==> config.mk <==
export PLATFORM = sky130hd
export DESIGN_NAME = fetch_flat
export DESIGN_NICKNAME = d
export VERILOG_FILES = /design/src/rtl/fetch_if.sv /design/src/rtl/fetch.sv /design/src/flat_wrapper.sv
export SDC_FILE = /design/constraint.sdc
export NUM_CORES = 1
export LEC_CHECK = 0
export ABC_CLOCK_PERIOD_IN_PS = 5030
export CORE_MARGIN = 2
export CORE_UTILIZATION = 40
export DETAILED_ROUTE_END_ITERATION = 12
export PLACE_DENSITY = 0.73
export SETUP_SLACK_MARGIN = 0.4
export SYNTH_ARGS = -nofsm -noshare
export SYNTH_HDL_FRONTEND = slang
export SYNTH_SLANG_ARGS = --single-unit
export TNS_END_PERCENT = 10
==> constraint.sdc <==
create_clock -name clk -period 5.03 [get_ports clk]
set_clock_uncertainty 0.15 [all_clocks]
set_input_delay 1.006 -clock clk [delete_from_list [all_inputs] [get_ports clk]]
set_output_delay 1.006 -clock clk [all_outputs]
set_load 0.02 [all_outputs]
==> src/rtl/fetch_if.sv <==
// fetch_if: instruction-memory request/acknowledge bus between fetch and memory.
`ifndef ADDR_SIZE
`define ADDR_SIZE 31
`endif
`ifndef INSTR_SIZE
`define INSTR_SIZE 31
`endif
`ifndef EX_WIDTH
`define EX_WIDTH 3
`endif
`ifndef EX_INSTR_MISALIGNED
`define EX_INSTR_MISALIGNED 4'd0
`endif
`ifndef EX_INSTR_ACCESS_FAULT
`define EX_INSTR_ACCESS_FAULT 4'd1
`endif
interface fetch_if;
  logic imem_req;
  logic [`ADDR_SIZE:0] imem_addr;
  logic imem_ack;
  logic [`INSTR_SIZE:0] imem_rdata;
  logic imem_err;
  modport master(output imem_req, imem_addr, input imem_ack, imem_rdata, imem_err);
  modport slave(input imem_req, imem_addr, output imem_ack, imem_rdata, imem_err);
endinterface

==> src/rtl/fetch.sv <==
// fetch: PC owner, issues instruction-memory reads and presents one registered bundle per cycle to decode.
`ifndef ADDR_SIZE
`define ADDR_SIZE 31
`endif
`ifndef INSTR_SIZE
`define INSTR_SIZE 31
`endif
`ifndef EX_WIDTH
`define EX_WIDTH 3
`endif
`ifndef EX_INSTR_MISALIGNED
`define EX_INSTR_MISALIGNED 4'd0
`endif
`ifndef EX_INSTR_ACCESS_FAULT
`define EX_INSTR_ACCESS_FAULT 4'd1
`endif
module fetch #(
  parameter logic [`ADDR_SIZE:0] RESET_PC = 32'h0000_0000
) (
  input  logic                  clk,
  input  logic                  reset,
  fetch_if.master               imem,
  output logic [`ADDR_SIZE:0]   PC_out,
  output logic [`INSTR_SIZE:0]  instr_out,
  output logic [`EX_WIDTH:0]    exception_out,
  output logic                  exception_out_valid,
  output logic                  pipeline_out_valid,
  input  logic                  stall,
  input  logic                  redirect_valid,
  input  logic [`ADDR_SIZE:0]   redirect_pc
);
  localparam logic [`INSTR_SIZE:0] NOP = 32'h0000_0013;
  typedef enum logic [1:0] {FETCH, HOLD, DRAIN, WAIT} state_t;
  state_t state, state_n;
  logic [`ADDR_SIZE:0] pc, pc_n, drain_addr, drain_n, po_n;
  logic [`INSTR_SIZE:0] buf_instr, bi_n, io_n;
  logic [`EX_WIDTH:0] eo_n;
  logic buf_err, be_n, ev_n, vo_n;
  logic misal, req, ack, fault, exc, take;
  assign misal = pc[1:0] != 2'b00;
  assign req = reset & ((state == FETCH & !misal) | state == DRAIN);
  assign imem.imem_req = req;
  assign imem.imem_addr = state == DRAIN ? drain_addr : pc;
  assign ack = req & imem.imem_ack;
  assign fault = state == HOLD ? buf_err : imem.imem_err & !misal;
  assign exc = fault | (state == FETCH & misal);
  assign take = !stall & (state == HOLD | (state == FETCH & (ack | misal)));
  // drain_addr keeps the abandoned address on the bus until its response is swallowed
  always_comb begin
    state_n = state;
    pc_n = pc;
    drain_n = drain_addr;
    bi_n = buf_instr;
    be_n = buf_err;
    po_n = PC_out;
    io_n = instr_out;
    eo_n = exception_out;
    ev_n = exception_out_valid;
    vo_n = pipeline_out_valid;
    if (state == DRAIN & ack) state_n = FETCH;
    if (redirect_valid) begin
      pc_n = redirect_pc;
      vo_n = 1'b0;
      ev_n = 1'b0;
      eo_n = '0;
      be_n = 1'b0;
      state_n = req & !imem.imem_ack ? DRAIN : FETCH;
      drain_n = state == DRAIN ? drain_addr : pc;
    end else if (take) begin
      po_n = pc;
      vo_n = 1'b1;
      ev_n = exc;
      io_n = exc ? NOP : state == HOLD ? buf_instr : imem.imem_rdata;
      eo_n = !exc ? '0 : fault ? `EX_INSTR_ACCESS_FAULT : `EX_INSTR_MISALIGNED;
      pc_n = exc ? pc : pc + 32'd4;
      state_n = exc ? WAIT : FETCH;
    end else if (state == FETCH & stall & ack) begin
      bi_n = imem.imem_rdata;
      be_n = imem.imem_err;
      state_n = HOLD;
    end else if (!stall) begin
      vo_n = 1'b0;
      ev_n = 1'b0;
      eo_n = '0;
    end
  end
  always_ff @(posedge clk or negedge reset) begin
    if (!reset) begin
      state <= FETCH;
      pc <= RESET_PC;
      drain_addr <= RESET_PC;
      buf_instr <= '0;
      buf_err <= 1'b0;
      PC_out <= '0;
      instr_out <= '0;
      exception_out <= '0;
      exception_out_valid <= 1'b0;
      pipeline_out_valid <= 1'b0;
    end else begin
      state <= state_n;
      pc <= pc_n;
      drain_addr <= drain_n;
      buf_instr <= bi_n;
      buf_err <= be_n;
      PC_out <= po_n;
      instr_out <= io_n;
      exception_out <= eo_n;
      exception_out_valid <= ev_n;
      pipeline_out_valid <= vo_n;
    end
  end
endmodule

==> src/flat_wrapper.sv <==
// flat-port wrapper written by rule: the top's interface ports become plain ports
module fetch_flat 
#(
  parameter logic [`ADDR_SIZE:0] RESET_PC = 32'h0000_0000
)
  (clk, reset, PC_out, instr_out, exception_out, exception_out_valid, pipeline_out_valid, stall, redirect_valid, redirect_pc, imem_imem_req, imem_imem_addr, imem_imem_ack, imem_imem_rdata, imem_imem_err);
  fetch_if imem_i ();
  input  logic clk;
  input  logic reset;
  output logic [`ADDR_SIZE:0] PC_out;
  output logic [`INSTR_SIZE:0] instr_out;
  output logic [`EX_WIDTH:0] exception_out;
  output logic exception_out_valid;
  output logic pipeline_out_valid;
  input  logic stall;
  input  logic redirect_valid;
  input  logic [`ADDR_SIZE:0] redirect_pc;
  output wire logic [$bits(imem_i.imem_req)-1:0] imem_imem_req;
  output wire logic [$bits(imem_i.imem_addr)-1:0] imem_imem_addr;
  input wire logic [$bits(imem_i.imem_ack)-1:0] imem_imem_ack;
  input wire logic [$bits(imem_i.imem_rdata)-1:0] imem_imem_rdata;
  input wire logic [$bits(imem_i.imem_err)-1:0] imem_imem_err;
  assign imem_imem_req = imem_i.imem_req;
  assign imem_imem_addr = imem_i.imem_addr;
  assign imem_i.imem_ack = imem_imem_ack;
  assign imem_i.imem_rdata = imem_imem_rdata;
  assign imem_i.imem_err = imem_imem_err;
  fetch #(.RESET_PC(RESET_PC)) u_core (.clk(clk), .reset(reset), .imem(imem_i), .PC_out(PC_out), .instr_out(instr_out), .exception_out(exception_out), .exception_out_valid(exception_out_valid), .pipeline_out_valid(pipeline_out_valid), .stall(stall), .redirect_valid(redirect_valid), .redirect_pc(redirect_pc));
endmodule
==> run metrics, run 1 <==
vias per inst 5.061; Slew Limit Fails 0; met3 Use GR 4.065%; worst path cell trace nand2b_2 > mux2_1 > clkdlybuf4s50_1; CTS buffer count 17; area leader, netlist dfrtp_1; synthesized area 0.007810 mm2; die width 143.7 um; nets 916; Post-CTS Repair Setup Buffers 0; #FFs+latches synth 166; top-count cell post-synth dfrtp_1; Post-Route Utilization 53.11%; Power Dens Cells 451.3 mW/mm2; H-Tree Depth 4; number of synthesized flops with an enable pin 0; Initial Util 40.39%; Setup CP Type reg2out; Synth warnings 0; n_diodes 0; ranking of synthesized cells by area dfrtp_1 53%, mux2_2 14%, nand2_1 7.2%; Clock Tree Root clkbuf_16; CTS Buffer Depth 2; Core Box Area 0.01933 mm2; Routed Antenna Nets 0; vias 5,684; Setup TNS Final 0 ps; fillers 1,699; Post-CTS Hold Buffers 0; Clock transition at path regs 70 ps; first-pass GRT wire length 29.75 mm; largest fanout on the critical path 32; Die ar. 0.02066 mm2; Int Power 0.003080 W; vias in the first global route 5,627; Cell Rows 51; GR Layer Usage met1 24.92%; clock power share 27.4%; final number of hold-violating endpoints 0; top-area cell type share of the netlist area 53.19%; logic gate share of total power 32.1%; antenna violations before repair 1; Die Y 143.7 um; remaining global-route overflow 0; DR WL/cell 16.74 um; gpl congestion 0.7325; slew at the pin closest to its max-slew limit 1042 ps; Worst EP arrival 2700 ps; Syn Area/Cell 11.21 um2; CP peak stage delay 570 ps; CTS tree done; IO Pins 173; Max Clk Rate 259.6 MHz; RSZ-0062 raised after global routing false; ys async rst share 100.0%; area grow syn2layout 31.48%; Buffers on Ports 169; largest net degree at the start of global routing 95; status complete, no violations; GRT Total Usage 18.66%; Tcrit/Tclk final 76.58%; CP Launch Type flip-flop; TritonRoute pass-1 iters 4; DP HPWL 12.75 mm; Most Crowded Layer GR met2; layout cells sized above 1 19.35%; Tmin final 3852 ps; hold crit path type reg2reg; Req. time, crit path 3870 ps; GRT met2 Usage 30.58%; Final Hold Slack 323.6 ps; P_sw 0.001555 W; Resize count post-CTS 0; drt drc 0; switching share of power 33.55%; LEAKAGE 4.277 nW; Syn Inst Count 697; Slew headroom 30.34%; Distinct cells, synth 51; # clock sinks 166; Crit. End Element output pin; Reg power frac 40.5%; Worst-Skew Late Latency 430 ps; # setup viols final 0; Primary FF master, synth dfrtp_1; final WL 18.80 mm; critical path's slowest cell nand2b_2; max_cap viols 0; Max VDD drop 259.9 uV; synth cell count leaders 166 x dfrtp_1, 149 x nand2_1, 100 x mux2_2; DRT iter0 DRCs 286; post-synthesis sequential area ratio 53.19%
[state kept, by name (all words and copies together) (netlist names), 2 cells and up]
| signal | cells |
|---|---|
| u_core.PC_out | 32 |
| u_core.buf_instr | 32 |
| u_core.drain_addr | 32 |
| u_core.instr_out | 32 |
| u_core.pc | 32 |
| u_core.state | 2 |
[path summary, 6_finish.rpt]
kind | from | endpoint | slack [ps] | cells after the start
worst max-delay path | u_core.state[1]$_DFFE_PN0P_ | imem_imem_addr[8] | 1180 | 3
worst min-delay path | u_core.PC_out[12]$_DFFE_PN0P_ | u_core.PC_out[12]$_DFFE_PN0P_ | 320 | 2
worst max register to register | u_core.state[1]$_DFFE_PN0P_ | u_core.instr_out[25]$_DFFE_PN0P_ | 1990 | 7
worst min register to register | u_core.PC_out[12]$_DFFE_PN0P_ | u_core.PC_out[12]$_DFFE_PN0P_ | 320 | 2
max in group asynchronous | reset | u_core.pc[12]$_DFFE_PN0P_ | 3200 | 2
min in group asynchronous | reset | u_core.instr_out[16]$_DFFE_PN0P_ | 340 | 1
[cell usage in the layout, fill, tap and decap left out, types with 8 or more instances in the layout]
cell	count
clkdlybuf4s50_1	167
nor2_1	13
o21ai_0	45
dfrtp_1	166
nand3_1	13
mux2i_1	31
a2111oi_2	14
xnor2_1	14
o21ai_1	9
nand2_1	149
mux2_2	100
inv_1	9
buf_4	8
clkbuf_16	17
[power by group through the flow]
stage	registers (W)	clock network (W)	logic, W
after floorplan	0.00205	0	0.000638
after global placement	0.00189	0	0.00148
after detailed placement	0.00190	0	0.00150
after CTS	0.00188	0.00130	0.00151
after global routing	0.00192	0.00136	0.00161
final	0.00188	0.00127	0.00149
[logic make-up (layout without fill, tap and decap cells)]
| family | count (synthesis) | count (layout) | share of synthesized area, % |
|---|---|---|---|
| and+or+nand+nor | 216 | 216 | 12.46 |
| DFF | 166 | 166 | 53.19 |
| muxes | 135 | 135 | 18.97 |
| AOI/OAI and AO/OA | 103 | 103 | 10.03 |
| buffers and inverters | 58 | 217 | 3.236 |
| xor gates and xnor gates | 17 | 17 | 1.907 |
| adders and majority gates | 1 | 1 | 0.1602 |
| other | 1 | 3 | 0.04802 |
[stage by stage]
step	power, W	worst slack [ps]	std cells	instance area (um2)
after global routing	0.004891	1001	1123	10270
after CTS	0.004693	1101	1123	10270
after detailed placement	0.003406	1378	1091	9689
final	0.004635	1178	1123	10270
after global placement	0.003372	1376	1091	9689
after floorplan	0.002689	2275	699	7818
[final cells by class]
class                      count  area [um2]  area share (%)
clock buffer                  17       425.4           4.143
clock inverter                15       153.9           1.499
inverter                       9       33.78          0.3290
multi-input combinational    475        3427           33.37
sequential                   166        4154           40.45
tap                          265       331.6           3.229
timing repair buffer         176        1743           16.97
[per-layer routing]
metal	wire [um]	share of wire, %	vias up
li1	-	-	2747
met1	8699	46	2793
met2	9052	48	129
met3	824	4.4	15
met4	223	1.2	0
met5	0	0	-
[worst max-delay path: cells and delay by family, from the launching register on]
family,cells,cell delay (ps)
buffers and inverters,1,570
flip-flops,1,550
multiplexers,1,550
AND/OR/NAND/NOR,1,570
No activity file was read; power rests on OpenSTA's default activity.
==> run 2, diff against run 1 <==
ABC_CLOCK_PERIOD_IN_PS = 3600   (was 5030)
clock period = 3.6 ns   (was 5.03 ns; I/O delays follow)
==> run metrics, run 2 (same netlist as run 1, synthesis figures left out) <==
status complete, no violations; Max Clk Rate 323.2 MHz; worst path bufs/invs 2 (+1); RSZ-0062 raised after global routing false; commonest non-fill, non-tap cell in the layout clkdlybuf4s50_1; CP Launch Type flip-flop; largest net degree at the start of global routing 68 (-28%); nets 925 (+0.98%); hold crit path type in2async; r2r setup slk 1020 ps (-970 ps); critical path's slowest cell clkdlybuf4s50_1; antenna violations before repair 2 (+1); worst path cell trace nand2b_4 > buf_12 > mux2_1 > clkdlybuf4s50_1; TritonRoute pass-1 iters 5 (+1); DRT iter0 DRCs 383 (+34%); # clock sinks 166 (unchanged); vias 5,799 (+2.0%); max_cap viols 0 (unchanged); total power 0.006570 W (+42%); Buffers on Ports 169 (unchanged); CTS tree done; die width 143.7 um (unchanged); Highest Signal Layer met5; Max VDD drop 331.1 uV (+27%); met2 wire len 9.181 mm (+1.4%); Post-Route Utilization 53.83% (+0.72 points); cell family with most CP delay buffers and inverters; Worst EP arrival 2220 ps (-480 ps); Setup TNS Final 0 ps (unchanged); final number of hold-violating endpoints 0 (unchanged); H-Tree Depth 4 (unchanged); final instance area 0.01041 mm2 (+1.4%); gpl congestion 0.8152 (+11%); CTS Buffer Depth 2 (unchanged); # setup viols final 0 (unchanged); vias per inst 5.118 (+1.1%); Cell Rows 51 (unchanged); most frequent cells in the layout 167 x clkdlybuf4s50_1, 166 x dfrtp_1, 149 x nand2_1; Worst-Skew Late Latency 430 ps (about the same); P_sw 0.002180 W (+40%); Power Dens Cells 631.2 mW/mm2 (+40%); Tmin final 3094 ps; first-pass GRT wire length 30.53 mm (+2.6%); placed cell area 0.009779 mm2 (+0.93%); Req. time, crit path 2730 ps (-1140 ps); Slew headroom 44.73% (+14 points); Setup CP Type reg2out; remaining global-route overflow 0 (unchanged); Clock transition at path regs 70 ps (about the same); DP HPWL 13.17 mm (+3.3%); Tcrit/Tclk final 85.94%; IO Pins 173 (unchanged); logic gate share of total power 32.3% (+0.2 points); drt drc 0 (unchanged); Int Power 0.004390 W (+43%); vias in the first global route 5,778 (+2.7%); Die ar. 0.02066 mm2 (unchanged); area grow syn2layout 33.26%; routed wl met3 962 um (+17%); LEAKAGE 4.334 nW (+1.3%); GRT Total Usage 19.16% (+0.50 points); Clock Tree Root clkbuf_16; DR WL/cell 17.04 um (+1.8%); Die Y 143.7 um (unchanged); Crit. End Element output pin; slew at the pin closest to its max-slew limit 829.0 ps (-213.3 ps); largest fanout on the critical path 22 (-31%); final WL 19.31 mm (+2.7%); layout cells sized above 1 20.07% (+0.72 points); Reg power frac 40.0% (-0.5 points); Core Box Area 0.01933 mm2 (unchanged); Routed Antenna Nets 0 (unchanged); CTS buffer count 17 (unchanged); Slew Limit Fails 0 (unchanged); DRT met1 WL 8.794 mm (+1.1%); clock power share 27.7% (+0.3 points); Initial Util 40.39% (unchanged); CP peak stage delay 570 ps (about the same); switching share of power 33.18% (-0.37 points)
-- run 2: cell type report --
| type | count | area [um2] |
|---|---|---|
| antenna | 1 | 2.502 |
| clock buffer | 17 | 425.4 |
| clock inverter | 15 | 165.2 |
| fill | 1649 | 8927 |
| inverter | 9 | 33.78 |
| multi-input combinational | 475 | 3432 |
| sequential | 166 | 4154 |
| tap | 265 | 331.6 |
| timing repair buffer | 185 | 1863 |
-- run 2: timing repair --
action	in CTS	in global routing
hold endpoints to repair	17	0
endpoints found under the setup margin	22	0
hold buffers	1	0
setup buffers	1	0
resized for setup	1	0
-- run 2: worst paths after layout --
kind / cells past startpoint / startpoint / end
max in group asynchronous: 2 / reset / u_core.exception_out_valid$_DFFE_PN0P_
max: 4 / u_core.state[1]$_DFFE_PN0P_ / imem_imem_addr[3]
min in group clk: 2 / u_core.PC_out[7]$_DFFE_PN0P_ / u_core.PC_out[7]$_DFFE_PN0P_
min reg2reg: 2 / u_core.PC_out[7]$_DFFE_PN0P_ / u_core.PC_out[7]$_DFFE_PN0P_
max reg2reg: 5 / u_core.pc[1]$_DFFE_PN0P_ / u_core.pc[10]$_DFFE_PN0P_
min: 2 / reset / u_core.buf_err$_DFFE_PN0P_
-- run 2: metrics by stage --
step / worst slack [ps] / hold WS [ps] / cells
CTS: 465.9 / 273.9 / 1132
finish: 506.0 / 253.7 / 1133
global route: 423.4 / 306.0 / 1132
detailed placement: 527.9 / 312.4 / 1098
floorplan: 1165 / 274.4 / 699
global placement: 611.5 / 309.1 / 1098
-- run 2: worst register-to-register path, delay by kind of cell, from the launching register on --
kind            cells  cell delay (ps)
flops               1              460
simple gates        2              930
compound gates      3              970
-- run 2: metal layers --
metal,track usage (%),vias to the layer above
met2,31.03,159
li1,-,2768
met5,0,-
met1,25.32,2844
met4,6.295,2
met3,4.698,26
-- run 2: power groups by stage --
stage | clock [W] | sequential [W] | combinational [W]
2_1_floorplan | 0 | 0.00287 | 0.000892
3_3_place_gp | 0 | 0.00264 | 0.00209
3_5_place_dp | 0 | 0.00266 | 0.00212
4_1_cts | 0.00186 | 0.00263 | 0.00215
5_1_grt | 0.00195 | 0.00269 | 0.00229
6_report | 0.00182 | 0.00263 | 0.00212
==> run 3, diff against run 2 <==
GPL_TIMING_DRIVEN = 0   (was not set)
==> run metrics, run 3 (same netlist as run 1, synthesis figures left out) <==
vias 6,006 (+3.6%); Post-CTS Hold Buffers 0 (-1); CTS Buffer Depth 2 (unchanged); Crit. End Element output pin; Worst EP arrival 2480 ps (+260 ps); remaining global-route overflow 0 (unchanged); vias per inst 5.151 (+0.64%); slew at the pin closest to its max-slew limit 851.4 ps (+22.39 ps); Buffers on Ports 169 (unchanged); Clock Tree Root clkbuf_16; Cell Rows 51 (unchanged); DR WL/cell 17.51 um (+2.7%); die width 143.7 um (unchanged); DRT iter0 DRCs 354 (-7.6%); Clock transition at path regs 70 ps (about the same); Die ar. 0.02066 mm2 (unchanged); Req. time, crit path 2730 ps (about the same); Highest Signal Layer met4; Power Dens Cells 623.9 mW/mm2 (-1.2%); LEAKAGE 4.392 nW (+1.4%); hold crit path type in2async; IO Pins 173 (unchanged); largest fanout on the critical path 10 (-55%); Slew Limit Fails 0 (unchanged); final WL 20.41 mm (+5.7%); nets 959 (+3.7%); Tmin final 3349 ps (+255.0 ps); n_diodes 0 (-1); H-Tree Depth 4 (unchanged); DRT met1 WL 9.168 mm (+4.3%); first-pass GRT wire length 31.59 mm (+3.5%); area grow syn2layout 34.11%; most frequent cells in the layout 166 x dfrtp_1, 164 x clkdlybuf4s50_1, 149 x nand2_1; layout cells sized above 1 18.98% (-1.1 points); # setup viols final 0 (unchanged); DP HPWL 14.83 mm (+13%); max_cap viols 0 (unchanged); met2 wire len 9.693 mm (+5.6%); CTS buffer count 17 (unchanged); final number of hold-violating endpoints 0 (unchanged); Post-CTS Repair Setup Buffers 0 (-1); CP Launch Type flip-flop; commonest non-fill, non-tap cell in the layout dfrtp_1; Reg2Reg Depth 7 (+2); Tcrit/Tclk final 93.03% (+7.1 points); Max Clk Rate 298.6 MHz (-7.6%); GRT Total Usage 20.09% (+0.92 points); Core Box Area 0.01933 mm2 (unchanged); placed cell area 0.009873 mm2 (+0.96%); gpl congestion 0.8354 (+2.5%); largest net degree at the start of global routing 91 (+34%); Initial Util 40.39% (unchanged); multi-input logic area 0.003411 mm2 (-0.62%); final instance area 0.01047 mm2 (+0.64%); fillers 1,688 (+2.4%); Worst-Skew Late Latency 440 ps (about the same); routed wl met3 1.124 mm (+17%); status complete, no violations; Max VDD drop 366.9 uV (+11%); Die Y 143.7 um (unchanged); r2r setup slk 980 ps (-40 ps); Setup CP Type reg2out; CTS tree done; worst r2r src u_core.state[1]$_DFFE_PN0P_; drt drc 0 (unchanged); # clock sinks 166 (unchanged); TritonRoute pass-1 iters 4 (-1); antenna violations before repair 0 (-2); register area 0.004154 mm2 (unchanged); RSZ-0062 raised after global routing true; Slew headroom 43.24% (-1.5 points); capture point of the worst reg-to-reg path u_core.PC_out[20]$_DFFE_PN0P_; Post-Route Utilization 54.17% (+0.34 points); vias in the first global route 6,005 (+3.9%); Routed Antenna Nets 0 (unchanged)
==> run 3: changes by cell type in the layout (fill, tap and decap cells not counted), moves of 3 or more <==
cell and delta:
buf_12 -4, clkinvlp_4 -3, clkdlybuf4s50_1 -3, buf_4 -6
clkbuf_1 +33, buf_2 +7
==> run 3: report_power, final <==
part	leakage (nW)	switching [W]	internal [W]
Sequential	2.08	0.000281	0.00233
Clock	0.277	0.000857	0.000925
Combinational	2.03	0.00108	0.00106
Total	4.39	0.00222	0.00432
==> run 3: stage by stage <==
step | setup WS (ps) | instances | power [W] | hold WS, ps | setup TNS, ps
3_5_place_dp | 183.2 | 1134 | 0.004801 | 311.7 | 0
3_3_place_gp | -6184 | 1133 | 0.004748 | 310.6 | -1633980
2_1_floorplan | 1165 | 699 | 0.003757 | 274.4 | 0
6_report | 251.0 | 1166 | 0.006535 | 85.04 | 0
5_1_grt | 96.75 | 1166 | 0.006859 | 128.5 | 0
4_1_cts | 217.5 | 1166 | 0.006595 | 113.2 | 0
==> run 3: cell type report <==
type                            count  area share, %
Timing Repair Buffer              170          16.49
Inverter                            9         0.3225
Clock inverter                     15          1.529
Multi-Input combinational cell    475          32.56
Buffer                             49          2.210
Sequential cell                   166          39.66
Tap cell                          265          3.166
Clock buffer                       17          4.062
==> run 3: worst max-delay path by stage <==
| stage | start | to | slack [ps] | cells past startpoint |
|---|---|---|---|---|
| after floorplan | u_core.state[1]$_DFFE_PN0P_ | imem_imem_addr[12] | 1160 | 5 |
| after global placement | reset | u_core.PC_out[20]$_DFFE_PN0P_ | -6180 | 7 |
| after detailed placement | u_core.state[1]$_DFFE_PN0P_ | imem_imem_addr[7] | 180 | 6 |
| after CTS | u_core.state[1]$_DFFE_PN0P_ | imem_imem_addr[5] | 220 | 6 |
| after global routing | u_core.state[1]$_DFFE_PN0P_ | imem_imem_addr[1] | 100 | 6 |
| final | u_core.state[1]$_DFFE_PN0P_ | imem_imem_addr[7] | 250 | 6 |
==> run 3: per-layer routing <==
metal / track usage, % / vias to the layer above
met2: 32.88 / 168
met3: 4.565 / 32
met5: 0 / -
li1: - / 2841
met1: 26.30 / 2965
met4: 7.018 / 0
==> run 3: timing repair <==
| action | CTS | global route |
|---|---|---|
| pin swaps | 0 | 0 |
| setup endpoints to repair | 32 | 33 |
| resized for setup | 9 | 2 |
==> run 3: worst max-delay path, cell delays in order (launching register included) <==
cell	delay (ps)
dfrtp_1	360
clkbuf_1	190
nand2b_1	120
clkbuf_2	200
buf_4	240
mux2_2	360
clkdlybuf4s50_1	570
